<file path="config.mk">
export PLATFORM = sky130hd
export DESIGN_NAME = mem_arbiter
export DESIGN_NICKNAME = d
export VERILOG_FILES = /design/src/rtl/mem_arbiter_pkg.sv /design/src/rtl/mem_arbiter_load_ext.sv /design/src/rtl/mem_arbiter.sv
export SDC_FILE = /design/constraint.sdc
export NUM_CORES = 1
export LEC_CHECK = 0
export CORE_AREA = 2 2 142 144
export CTS_BUF_LIST = sky130_fd_sc_hd__clkbuf_16
export CTS_CLUSTER_DIAMETER = 30
export DETAILED_ROUTE_END_ITERATION = 10
export DIE_AREA = 0 0 144 146
export GPL_ROUTABILITY_DRIVEN = 0
export PLACE_DENSITY = 0.85
export SLEW_MARGIN = 20
export SYNTH_ARGS = -nofsm -noshare
export SYNTH_HDL_FRONTEND = slang
export SYNTH_SLANG_ARGS = --single-unit
export TNS_END_PERCENT = 50
</file>
<file path="constraint.sdc">
create_clock -name clk -period 6.2 [get_ports clk]
set_input_delay 1.24 -clock clk [delete_from_list [all_inputs] [get_ports clk]]
set_output_delay 1.24 -clock clk [all_outputs]
set_load 0.03 [all_outputs]
</file>
<file path="src/rtl/mem_arbiter_pkg.sv">
// Shared definitions for the byte-wide memory bus arbiter: FSM encoding,
// lsb_op field layout and load opcodes.
package mem_arbiter_pkg;

  typedef enum logic [1:0] {
    ST_IDLE = 2'd0,
    ST_RD   = 2'd1,
    ST_WR   = 2'd2,
    ST_DONE = 2'd3
  } arb_state_e;

  localparam int OP_SIZE_LSB     = 0;
  localparam int OP_SIZE_MSB     = 1;
  localparam int OP_UNSIGNED_BIT = 2;

  localparam logic [1:0] IO_BASE_SEL_DEFAULT = 2'b11;

  localparam logic [2:0] OP_LB  = 3'd0;
  localparam logic [2:0] OP_LH  = 3'd1;
  localparam logic [2:0] OP_LW  = 3'd2;
  localparam logic [2:0] OP_LBU = 3'd4;
  localparam logic [2:0] OP_LHU = 3'd5;

  // Byte count of an access; the unused size code 3 moves a full word.
  function automatic logic [2:0] op_bytes(input logic [2:0] op);
    case (op[OP_SIZE_MSB:OP_SIZE_LSB])
      2'd0:    return 3'd1;
      2'd1:    return 3'd2;
      default: return 3'd4;
    endcase
  endfunction

endpackage

</file>
<file path="src/rtl/mem_arbiter_load_ext.sv">
// Combinational load formatter: picks and extends bytes of a little-endian
// 4-byte buffer according to lsb_op. Also usable by the LSB forwarding path.
module mem_load_ext
  import mem_arbiter_pkg::*;
(
  input  logic [31:0] ld_word,
  input  logic [2:0]  ld_op,
  output logic [31:0] ld_rdata
);

  always_comb begin
    ld_rdata = '0;
    case (ld_op)
      OP_LB:   ld_rdata = {{24{ld_word[7]}}, ld_word[7:0]};
      OP_LBU:  ld_rdata = {24'd0, ld_word[7:0]};
      OP_LH:   ld_rdata = {{16{ld_word[15]}}, ld_word[15:0]};
      OP_LHU:  ld_rdata = {16'd0, ld_word[15:0]};
      OP_LW:   ld_rdata = ld_word;
      default: ld_rdata = '0;
    endcase
  end

endmodule

</file>
<file path="src/rtl/mem_arbiter.sv">
// Arbitrates the single byte-wide RAM/IO bus between the instruction fetcher
// and the load/store buffer, splitting each request into byte beats.
module mem_arbiter
  import mem_arbiter_pkg::*;
#(
  parameter bit         FAIR        = 1'b1,
  parameter logic [1:0] IO_BASE_SEL = IO_BASE_SEL_DEFAULT
) (
  input  logic        clk,
  input  logic        rst,
  input  logic        rdy,
  input  logic        rob_clear,
  input  logic [7:0]  mem_din,
  output logic [7:0]  mem_dout,
  output logic [31:0] mem_a,
  output logic        mem_wr,
  input  logic        io_buffer_full,
  input  logic        if_req,
  input  logic [31:0] if_addr,
  output logic        if_done,
  output logic [31:0] if_data,
  input  logic        lsb_req,
  input  logic        lsb_we,
  input  logic [2:0]  lsb_op,
  input  logic [31:0] lsb_addr,
  input  logic [31:0] lsb_wdata,
  output logic        lsb_done,
  output logic [31:0] lsb_rdata,
  output logic        busy
);

  arb_state_e  state_q, state_d;
  logic [2:0]  cnt_q, cnt_d;
  logic [2:0]  n_q, n_d;
  logic        owner_lsb_q, owner_lsb_d;
  logic        last_lsb_q, last_lsb_d;
  logic        we_q, we_d;
  logic [2:0]  op_q, op_d;
  logic [31:0] addr_q, addr_d;
  logic [31:0] wdata_q, wdata_d;
  logic [31:0] buf_q, buf_d;
  logic [31:0] if_data_q, if_data_d;
  logic [31:0] lsb_rdata_q, lsb_rdata_d;

  logic        accept;
  logic        grant_lsb;
  logic        issue_rd;
  logic        io_stall;
  logic [2:0]  rcv_idx;
  logic [31:0] ext_rdata;

  // Round-robin: the side not granted last time wins a contest.
  assign grant_lsb = lsb_req && (!if_req || !FAIR || !last_lsb_q);
  assign accept    = (state_q == ST_IDLE) && rdy && !rob_clear && (if_req || lsb_req);
  assign issue_rd  = (state_q == ST_RD) && (cnt_q != n_q);
  assign io_stall  = (addr_q[17:16] == IO_BASE_SEL) && io_buffer_full;
  assign rcv_idx   = cnt_q - 3'd1;

  assign mem_a     = (issue_rd || state_q == ST_WR) ? addr_q + {29'd0, cnt_q} : '0;
  assign mem_dout  = (state_q == ST_WR) ? wdata_q[{cnt_q[1:0], 3'b000} +: 8] : '0;
  assign mem_wr    = rdy && (state_q == ST_WR) && !io_stall;
  assign busy      = (state_q != ST_IDLE);
  assign if_done   = (state_q == ST_DONE) && rdy && !owner_lsb_q && !rob_clear;
  assign lsb_done  = (state_q == ST_DONE) && rdy && owner_lsb_q && (we_q || !rob_clear);
  assign if_data   = if_data_q;
  assign lsb_rdata = lsb_rdata_q;

  // RAM data lags the address by one cycle, so byte cnt-1 arrives now.
  always_comb begin
    buf_d = buf_q;
    if ((state_q == ST_RD) && rdy && !rob_clear && (cnt_q != 3'd0)) begin
      buf_d[{rcv_idx[1:0], 3'b000} +: 8] = mem_din;
    end
  end

  mem_load_ext u_load_ext (
    .ld_word  (buf_d),
    .ld_op    (op_q),
    .ld_rdata (ext_rdata)
  );

  always_comb begin
    state_d     = state_q;
    cnt_d       = cnt_q;
    n_d         = n_q;
    owner_lsb_d = owner_lsb_q;
    last_lsb_d  = last_lsb_q;
    we_d        = we_q;
    op_d        = op_q;
    addr_d      = addr_q;
    wdata_d     = wdata_q;
    if_data_d   = if_data_q;
    lsb_rdata_d = lsb_rdata_q;
    if (rdy) begin
      case (state_q)
        ST_IDLE: begin
          if (accept) begin
            owner_lsb_d = grant_lsb;
            last_lsb_d  = grant_lsb;
            we_d        = grant_lsb && lsb_we;
            op_d        = grant_lsb ? lsb_op : OP_LW;
            n_d         = grant_lsb ? op_bytes(lsb_op) : 3'd4;
            addr_d      = grant_lsb ? lsb_addr : if_addr;
            wdata_d     = lsb_wdata;
            cnt_d       = '0;
            state_d     = (grant_lsb && lsb_we) ? ST_WR : ST_RD;
          end
        end
        ST_RD: begin
          if (rob_clear) begin
            state_d = ST_IDLE;
          end else if (cnt_q == n_q) begin
            state_d = ST_DONE;
            if (owner_lsb_q) lsb_rdata_d = ext_rdata;
            else             if_data_d   = buf_d;
          end else begin
            cnt_d = cnt_q + 3'd1;
          end
        end
        // Stores are already committed, so a flush does not stop them.
        ST_WR: begin
          if (!io_stall) begin
            if (cnt_q == n_q - 3'd1) state_d = ST_DONE;
            else                     cnt_d   = cnt_q + 3'd1;
          end
        end
        ST_DONE: state_d = ST_IDLE;
        default: state_d = ST_IDLE;
      endcase
    end
  end

  always_ff @(posedge clk or posedge rst) begin
    if (rst) begin
      state_q     <= ST_IDLE;
      cnt_q       <= '0;
      n_q         <= '0;
      owner_lsb_q <= 1'b0;
      last_lsb_q  <= 1'b0;
      we_q        <= 1'b0;
      op_q        <= '0;
      addr_q      <= '0;
      wdata_q     <= '0;
      buf_q       <= '0;
      if_data_q   <= '0;
      lsb_rdata_q <= '0;
    end else begin
      state_q     <= state_d;
      cnt_q       <= cnt_d;
      n_q         <= n_d;
      owner_lsb_q <= owner_lsb_d;
      last_lsb_q  <= last_lsb_d;
      we_q        <= we_d;
      op_q        <= op_d;
      addr_q      <= addr_d;
      wdata_q     <= wdata_d;
      buf_q       <= buf_d;
      if_data_q   <= if_data_d;
      lsb_rdata_q <= lsb_rdata_d;
    end
  end

endmodule
</file>
# Word-level counts from Yosys, hierarchy flattened
# Index checks and enable logic that the tools add are counted.
# word_totals
reg_bits	173
latch_bits	0
mem_bits_rw	0
rom_bits	0
input_bits	115
output_inout_bits	108
wordCells	98
n_memories	0
# op_classes
add_sub_neg	5
mul	0
div	0
n_lt_le_gt_ge	0
n_eq_ne	19
shift	3
n_mux	22
n_bitwise	2
n_reduce_logical	36
# op_table
operator	n
32-bit case mux with 5 select lines	1
32-bit 2-to-1 mux	3
32-bit by 3-bit adder with 32-bit output	1
32-bit bitwise mux	1
8-bit by 7-bit variable shift with 32-bit output, first input constant	1
32-bit by 6-bit variable part select with 8-bit output	1
8-bit by 7-bit variable part select with 32-bit output	1
3-bit 2-to-1 mux	7
1-bit logical AND	17
5-bit AND reduction	3
2-bit 2-to-1 mux	6
2-bit inequality test, second input constant	5
3-bit case mux with 3 select lines	1
8-bit 2-to-1 mux	1
2-bit case mux with 4 select lines	1
5-bit negator with 7-bit output	1
7-bit AND reduction	1
2-bit equality test, second input constant	3
3-bit equality test	2
3-bit equality test, second input constant	2
3-bit case mux with 2 select lines	1
3-bit nonzero test	2
2-bit by 1-bit equality test with 1-bit output, second input constant	2
1-bit logical NOT	4
14 further kinds	19

# Longest topological paths before layout
# Gate-level depths: netlist of the first run.
# depth
word_depth	7
mapped_depth	9
depth_no_buf	7

# By module
# From an unflattened synthesis of the first run, not the netlist that was laid out.
# unflattened
cells_unflattened	897
area_unflattened_um2	8871.0
# by_module_without_submodules
module	instances	cells_each	area_per_inst_um2	seq_area_each_um2
mem_arbiter	1	826	8289.2	4329.2
mem_load_ext	1	71	581.8	0.0

# Least setup slack after synthesis of the first run
# OpenSTA, ideal clock, no wires.
# synth_timing
path_type	reg-to-output
startpoint	register addr_q[4]
endpoint	output port mem_a[30]
arrival_ps	2151
t_required_ps	4960
setup_slack_ps	2809
path_stages_with_launch	6
path_buffers	0
path_cell_list	dfrtp_1 > nand4_4 > nor4_4 > nand4_4 > or4_1 > a21oi_1
# synth_via
elab_chain_len	2
# synth_lines
element	line_no	source
from (decl)	mem_arbiter.sv:39	logic [31:0] addr_q, addr_d;
from (signal assigned)	mem_arbiter.sv:155	addr_q <= addr_d;
32-bit by 3-bit adder with 32-bit output	mem_arbiter.sv:59	assign mem_a = (issue_rd || state_q == ST_WR) ? addr_q + {29'd0, cnt_q} : '0;
32-bit 2-to-1 mux	mem_arbiter.sv:59	
to (decl)	mem_arbiter.sv:15	output logic [31:0] mem_a,
# Every way passes these cells.

# Final worst setup path of the first run
# layout_timing
startpoint	register cnt_q[1]
endpoint	output port mem_a[31]
# layout_via
elab_chain_len	4
elab_cells_between_ends	5
cone_classes	1 x add/sub; 1 x eq/ne; 1 x mux; 2 x reduce/logical
# layout_lines
element	line_no	source
from (decl)	mem_arbiter.sv:33	logic [2:0] cnt_q, cnt_d;
from (signal assigned)	mem_arbiter.sv:149	cnt_q <= cnt_d;
parallel branches: the longest is 3 deep, another holds 32-bit by 3-bit adder with 32-bit output	--	
32-bit 2-to-1 mux (*)	mem_arbiter.sv:59	
# Every way passes the cells marked *.

==> impl_results.md, run 1 <==
- Leak: ~5.3 nW
- Synth top area cells: dfrtp_1 (51%), nand2_1 (8.6%), mux2i_1 (4.7%)
- Fmax: about 210 MHz
- DR vias: 7,082
- Syn nets: ~1,000
- Clock transition at path regs: ~60 ps
- Number of DRC markers in iteration 0: about 510
- Via-to-Cell Ratio: roughly 5.3
- Final core occ: between 50 and 60%
- Inserted Clock Buffers: 17
- Synth Area per Inst: about 10 um2
- WP buf/inv: 1
- Cells along the critical path: ha_1 -> a21o_1 -> a21o_1 -> nand2_1 -> or4_1 -> a21oi_1 -> clkdlybuf4s50_1
- CTS Buffer Depth: 2
- Area growth, synth to finish: 36.0%
- Crit-path slowest cell: clkdlybuf4s50_1
- Worst Path Required: approximately 5000 ps
- Critical R2R Launch: cnt_q[1]
- Initial Util: a little over two fifths
- VDD IR-drop max: ~0.23 mV
- Crit path depth: 7
- Non-Filler Instances: roughly 1.3k
- Average wire per standard cell: between 15 and 20 um
- Placed cells: about 1.3k
- Global-route wire length before repair: 37.0 mm
- Worst-case reg-to-reg path depth: 7
- Final period utilization: ~78%
- Layout cell share with drive strength beyond 1: under 10%
- Hold crit path type: reg2reg
- CTS Hold Buffers Added: 0
- Total core area: roughly 19,000 um2
- Post-synthesis sequential area ratio: between 50 and 60%
- Worst R2R End: lsb_rdata[25]
- DRC errors left: 0
- Filler Cells Inserted: approximately 1.6k
- Slew Limit Fails: 0
- CP delay by family, top: simple AND/OR/NAND/NOR gates
- Buffers added on ports: 222
- Dominant cell type by area after synthesis: dfrtp_1
- Antenna cells: 0
- Router iterations before antenna repair: 5
- Final Instance Area: between 10,000 and 15,000 um2
- GRT overflow: 0
- CP most frequent cell: a21o_1
- GR Util All Layers: between 20% and 30%
- Largest net degree at the start of global routing: slightly above 100
- Least-Margin Pin Slew: about 960 ps
- EDFF count, synth: 0
- Synthesized cell area: approximately 8500 um2
- DRT antenna net count: 0
- Critical path peak fanout: 17
- Startpoint Class: register
- Die Span X: between 100 and 150 um
- Synth warnings: 0
- Placed Instance Area: 10,900 um2
- Post-CTS Resized: 0
- Flop-to-flop setup slack: approximately 2500 ps
- WS Path Type: reg2out
- Main synth FF type: dfrtp_1
- Skew-Pair Late Insertion Delay: about 430 ps
- Root Driver: clkbuf_16
- CTS H-tree lvls: 4
- Top-count cell post-synth: nand2_1
- Final HPWL DP: 16.4 mm
- Worst Setup SP: cnt_q[1]
- Final Skew: just under 10 ps
- Final Hold Viols: 0
- Sink Count: 173
- Status: complete, no violations
- Crit path capture: mem_a[31]
- CTS tree: built
- Post-synthesis cell type count: 56
- PD cells: 441 nW/um2
- Vias in the first global route: slightly above 7k
- Die area: 21,000 um2
- FF+latch count, synth: between 150 and 200
- Slew margin rel.: about 36%
- Largest stage delay on the critical path: around 690 ps
- Crit path time final: 4860 ps
- Synth cell count leaders: nand2_1 (195), dfrtp_1 (173), nor2_1 (73), o21ai_0 (56), mux2i_1 (40)
- Nets: 1,202
- Area of the multi-input gates: between 3000 and 4000 um2
- Chip height: 146 um
- Pwr Total: between 5 and 6 mW
- Routed wire length: 22.6 mm
- Setup_tns: 0 ps
- Initial antenna violation count: 0
- IO Count: 223
- Async SR Flop Fraction: 100%
- RSZ-0062 raised after global routing: no
- Setup crit end kind: primary output
- Register area: between 4000 and 5000 um2
- Worst Path Arrival: 3620 ps
- Final setup violating endpoints: 0
- Top-area cell type share of the netlist area: between 50% and 60%
- MaxCap Viol Count: 0
- Row cnt: slightly above 50
- Post-Syn Instances: 867
- Post-CTS Setup Repair Bufs: 0
## where the power goes
part	total (mW)	internal (mW)	switching (mW)
Sequential	1.80	1.47	0.336
Clock	1.07	0.601	0.471
Combinational	2.23	0.936	1.29
## layout by cell type, fill, tap and decap left out, types with 10 or more instances in the layout
cell               n
a21oi_1           30
a221o_1           16
and2_1            18
clkbuf_16         17
clkdlybuf4s50_1  222
dfrtp_1          173
ha_1              16
inv_1             28
mux2_2            10
mux2i_1           40
nand2_1          195
nand3_1           37
nand4_1           11
nor2_1            73
o21ai_0           56
xor2_1            22
## logic make-up (layout without fill, tap and decap cells)
group | after synthesis | after routing | share of synthesized area [%]
flip-flops | 173 | 173 | 50.9
multiplexers | 59 | 59 | 8.32
XOR/XNOR | 30 | 30 | 3.36
AO/OA/AOI/OAI | 139 | 139 | 10.7
adder cells (fa/ha/maj) | 17 | 17 | 2.59
AND/OR/NAND/NOR | 375 | 375 | 20.5
buffers and inverters | 74 | 290 | 3.62
## layout make-up
type | instances | share of cell area (%)
repair buffers | 230 | 19.9
multi-input cells | 620 | 33.7
clock buffers | 17 | 3.68
clock inverters | 15 | 1.42
well taps | 265 | 2.87
inverters | 28 | 0.953
flip-flops and latches | 173 | 37.5
## layer usage
layer,vias up,GRT usage [%],wire length [um]
li1,3372,-,-
met1,3398,28.3,9070
met2,279,38.1,11400
met3,33,5.86,1740
met4,0,5.88,343
met5,-,0,0
## metrics by stage
step	setup slack (ps)	hold slack (ps)
after CTS	1290	474
final	1340	475
after global placement	1840	454
after detailed placement	1770	457
after floorplan	272	440
after global routing	1050	501
## worst min-delay path, delay by kind of cell, from the launching register on
family / cells / cell delay, ps
flip-flops: 1 / 340
AND/OR/NAND/NOR: 2 / 110
## sequential cells by signal, summed over array words and instances (netlist names)
signal and cells:
addr_q 32, buf_q 32, lsb_rdata 32, last_lsb_q 1
cnt_q 3, if_data 32, we_q 1, wdata_q 32
op_q 3, state_q 2, n_q 3
## worst min path at each step
stage	from	endpoint	slack, ps	depth (start not counted)
floorplan	wdata_q[16]	wdata_q[16]	440	2
global placement	wdata_q[30]	wdata_q[30]	450	2
detailed placement	wdata_q[24]	wdata_q[24]	460	2
CTS	wdata_q[24]	wdata_q[24]	470	2
global route	wdata_q[24]	wdata_q[24]	500	2
finish	wdata_q[30]	wdata_q[30]	480	2
Note: power is estimated with default switching activity, not from simulation.
==> run 2, diff against run 1 <==
- CORE_AREA: 2 2 142 144 -> 2 2 141 143
- DIE_AREA: 0 0 144 146 -> 0 0 143 145
- PLACE_DENSITY: 0.85 -> 0.83
- clock period: 6.2 -> 4.6 ns (I/O delays scaled with it)
==> impl_results.md, run 2 (synthesized netlist as in run 1, its figures left out) <==
- Status: complete, no violations
- Area growth, synth to finish: 36.2%
- Final core occ: 60.3% (+0.49 points)
- Startpoint Class: register
- Worst setup margin: 441 ps (-898 ps)
- Final Hold Viols: 0 (unchanged)
- Most frequent cells in the layout: clkdlybuf4s50_1 (222), nand2_1 (195), dfrtp_1 (173)
- Total core area: 19,200 um2 (-0.66%)
- Row cnt: 51 (unchanged)
- Sink Count: 173 (unchanged)
- Worst Path Required: 3680 ps (-1280 ps)
- Setup_tns: 0 ps (unchanged)
- DRC errors left: 0 (unchanged)
- Slew Limit Fails: 0 (unchanged)
- Commonest non-fill, non-tap cell in the layout: clkdlybuf4s50_1
- Leak: 5.31 nW (about the same)
- Grt met1 use: 28.6% (+0.35 points)
- DRT antenna net count: 0 (unchanged)
- Non-Filler Instances: 1,350 (+0.15%)
- Slew margin rel.: 35.7% (-0.40 points)
- Met2 usage in global routing: 37.4% (-0.73 points)
- Dpl ws: 887 ps (-882 ps)
- Chip height: 145 um (-0.68%)
- Post-CTS Resized: 0 (unchanged)
- Initial Util: 44.2% (+0.29 points)
- Routed wire length: 22.6 mm (+0.30%)
- Fmax: roughly 240 MHz
- Worst Path Arrival: 3240 ps (-380 ps)
- Largest net degree at the start of global routing: 174 (+69%)
- IO Count: 223 (unchanged)
- Pwr Total: 6.92 mW (+36%)
- Buffers added on ports: 222 (unchanged)
- VDD IR-drop max: 0.333 mV (+48%)
- Router iterations before antenna repair: 5 (unchanged)
- Crit path time final: slightly above 4000 ps
- Global-route wire length before repair: 36.8 mm (-0.67%)
- CTS tree: built
- Post-CTS Setup Repair Bufs: 0 (unchanged)
- WS Path Type: reg2out
- DR vias: 7,107 (+0.35%)
- Final Skew: 12.7 ps (+2.83 ps)
- Final HPWL DP: 16.4 mm (+0.47%)
- Gr busiest metal: met2
- Nets: 1,205 (+0.25%)
- Vias in the first global route: 7,118 (-0.17%)
- Final period utilization: roughly 90%
- Initial antenna violation count: 0 (unchanged)
- Critical path peak fanout: 8 (-9)
- Hold crit path type: reg2reg
- MaxCap Viol Count: 0 (unchanged)
- Met3 Use GR: 7.59% (+1.7 points)
- Setup crit end kind: primary output
- Final setup violating endpoints: 0 (unchanged)
- GRT overflow: 0 (unchanged)
- Layout cell share with drive strength beyond 1: 7.10% (-0.013 points)
- CTS Hold Buffers Added: 0 (unchanged)
- Skew-Pair Late Insertion Delay: 430 ps (about the same)
- PD cells: 598 nW/um2 (+35%)
- Antenna cells: 0 (unchanged)
- Die area: 20,700 um2 (-1.4%)
- GR Util All Layers: 22.6% (+0.21 points)
- RSZ-0062 raised after global routing: no
- Average wire per standard cell: 16.8 um (+0.15%)
- Inserted Clock Buffers: 17 (unchanged)
- Root Driver: clkbuf_16
- Via-to-Cell Ratio: 5.26 (+0.20%)
- CTS H-tree lvls: 4 (unchanged)
- Number of DRC markers in iteration 0: 382 (-25%)
- Placed cells: 1,319 (+0.30%)
- CTS Buffer Depth: 2 (unchanged)
- Die Span X: 143 um (-0.69%)
- Least-Margin Pin Slew: 964 ps (+7.99 ps)
- Clock transition at path regs: 60 ps (about the same)
[run 2: cell type report]
type                            instances  area (um2)
Clock buffer                           17         425
Clock inverter                         14         168
Fill cell                            1622        7630
Inverter                               28         109
Multi-Input combinational cell        620        3890
Sequential cell                       173        4330
Tap cell                              265         332
Timing Repair Buffer                  233        2320
[run 2: worst paths after layout]
| path | from | to | slack (ps) | cells past startpoint |
|---|---|---|---|---|
| worst max-delay path | cnt_q[2] | mem_a[22] | 440 | 7 |
| worst min-delay path | wdata_q[21] | wdata_q[21] | 470 | 2 |
| worst max register to register | cnt_q[0] | lsb_rdata[29] | 1060 | 8 |
| worst min register to register | wdata_q[21] | wdata_q[21] | 470 | 2 |
| max in group asynchronous | rst | cnt_q[2] | 2770 | 3 |
| min in group asynchronous | rst | wdata_q[8] | 1100 | 3 |
[run 2: metrics by stage]
stage / hold WS (ps) / area (um2)
6_report: 471 / 11600
2_1_floorplan: 440 / 8500
4_1_cts: 476 / 11600
3_3_place_gp: 454 / 11000
5_1_grt: 493 / 11600
3_5_place_dp: 461 / 11000
[run 2: report_power, final]
group	switching (mW)	internal, mW	total [mW]
clock network	0.618	0.854	1.47
registers	0.420	1.98	2.40
logic	1.78	1.27	3.05
total	2.82	4.10	6.92
[run 2: routing by layer]
layer	vias to the layer above	wire length, um
li1	3380	-
met1	3438	9320
met2	263	11200
met3	26	1820
met4	0	299
met5	-	0
[run 2: critical path, cell delays in order (launching register included)]
cell and delay (ps):
dfrtp_1 490, ha_1 380, a21o_1 260, nor3b_2 520, nand4_1 200, xor2_1 180
nor2_1 100, clkdlybuf4s50_1 680
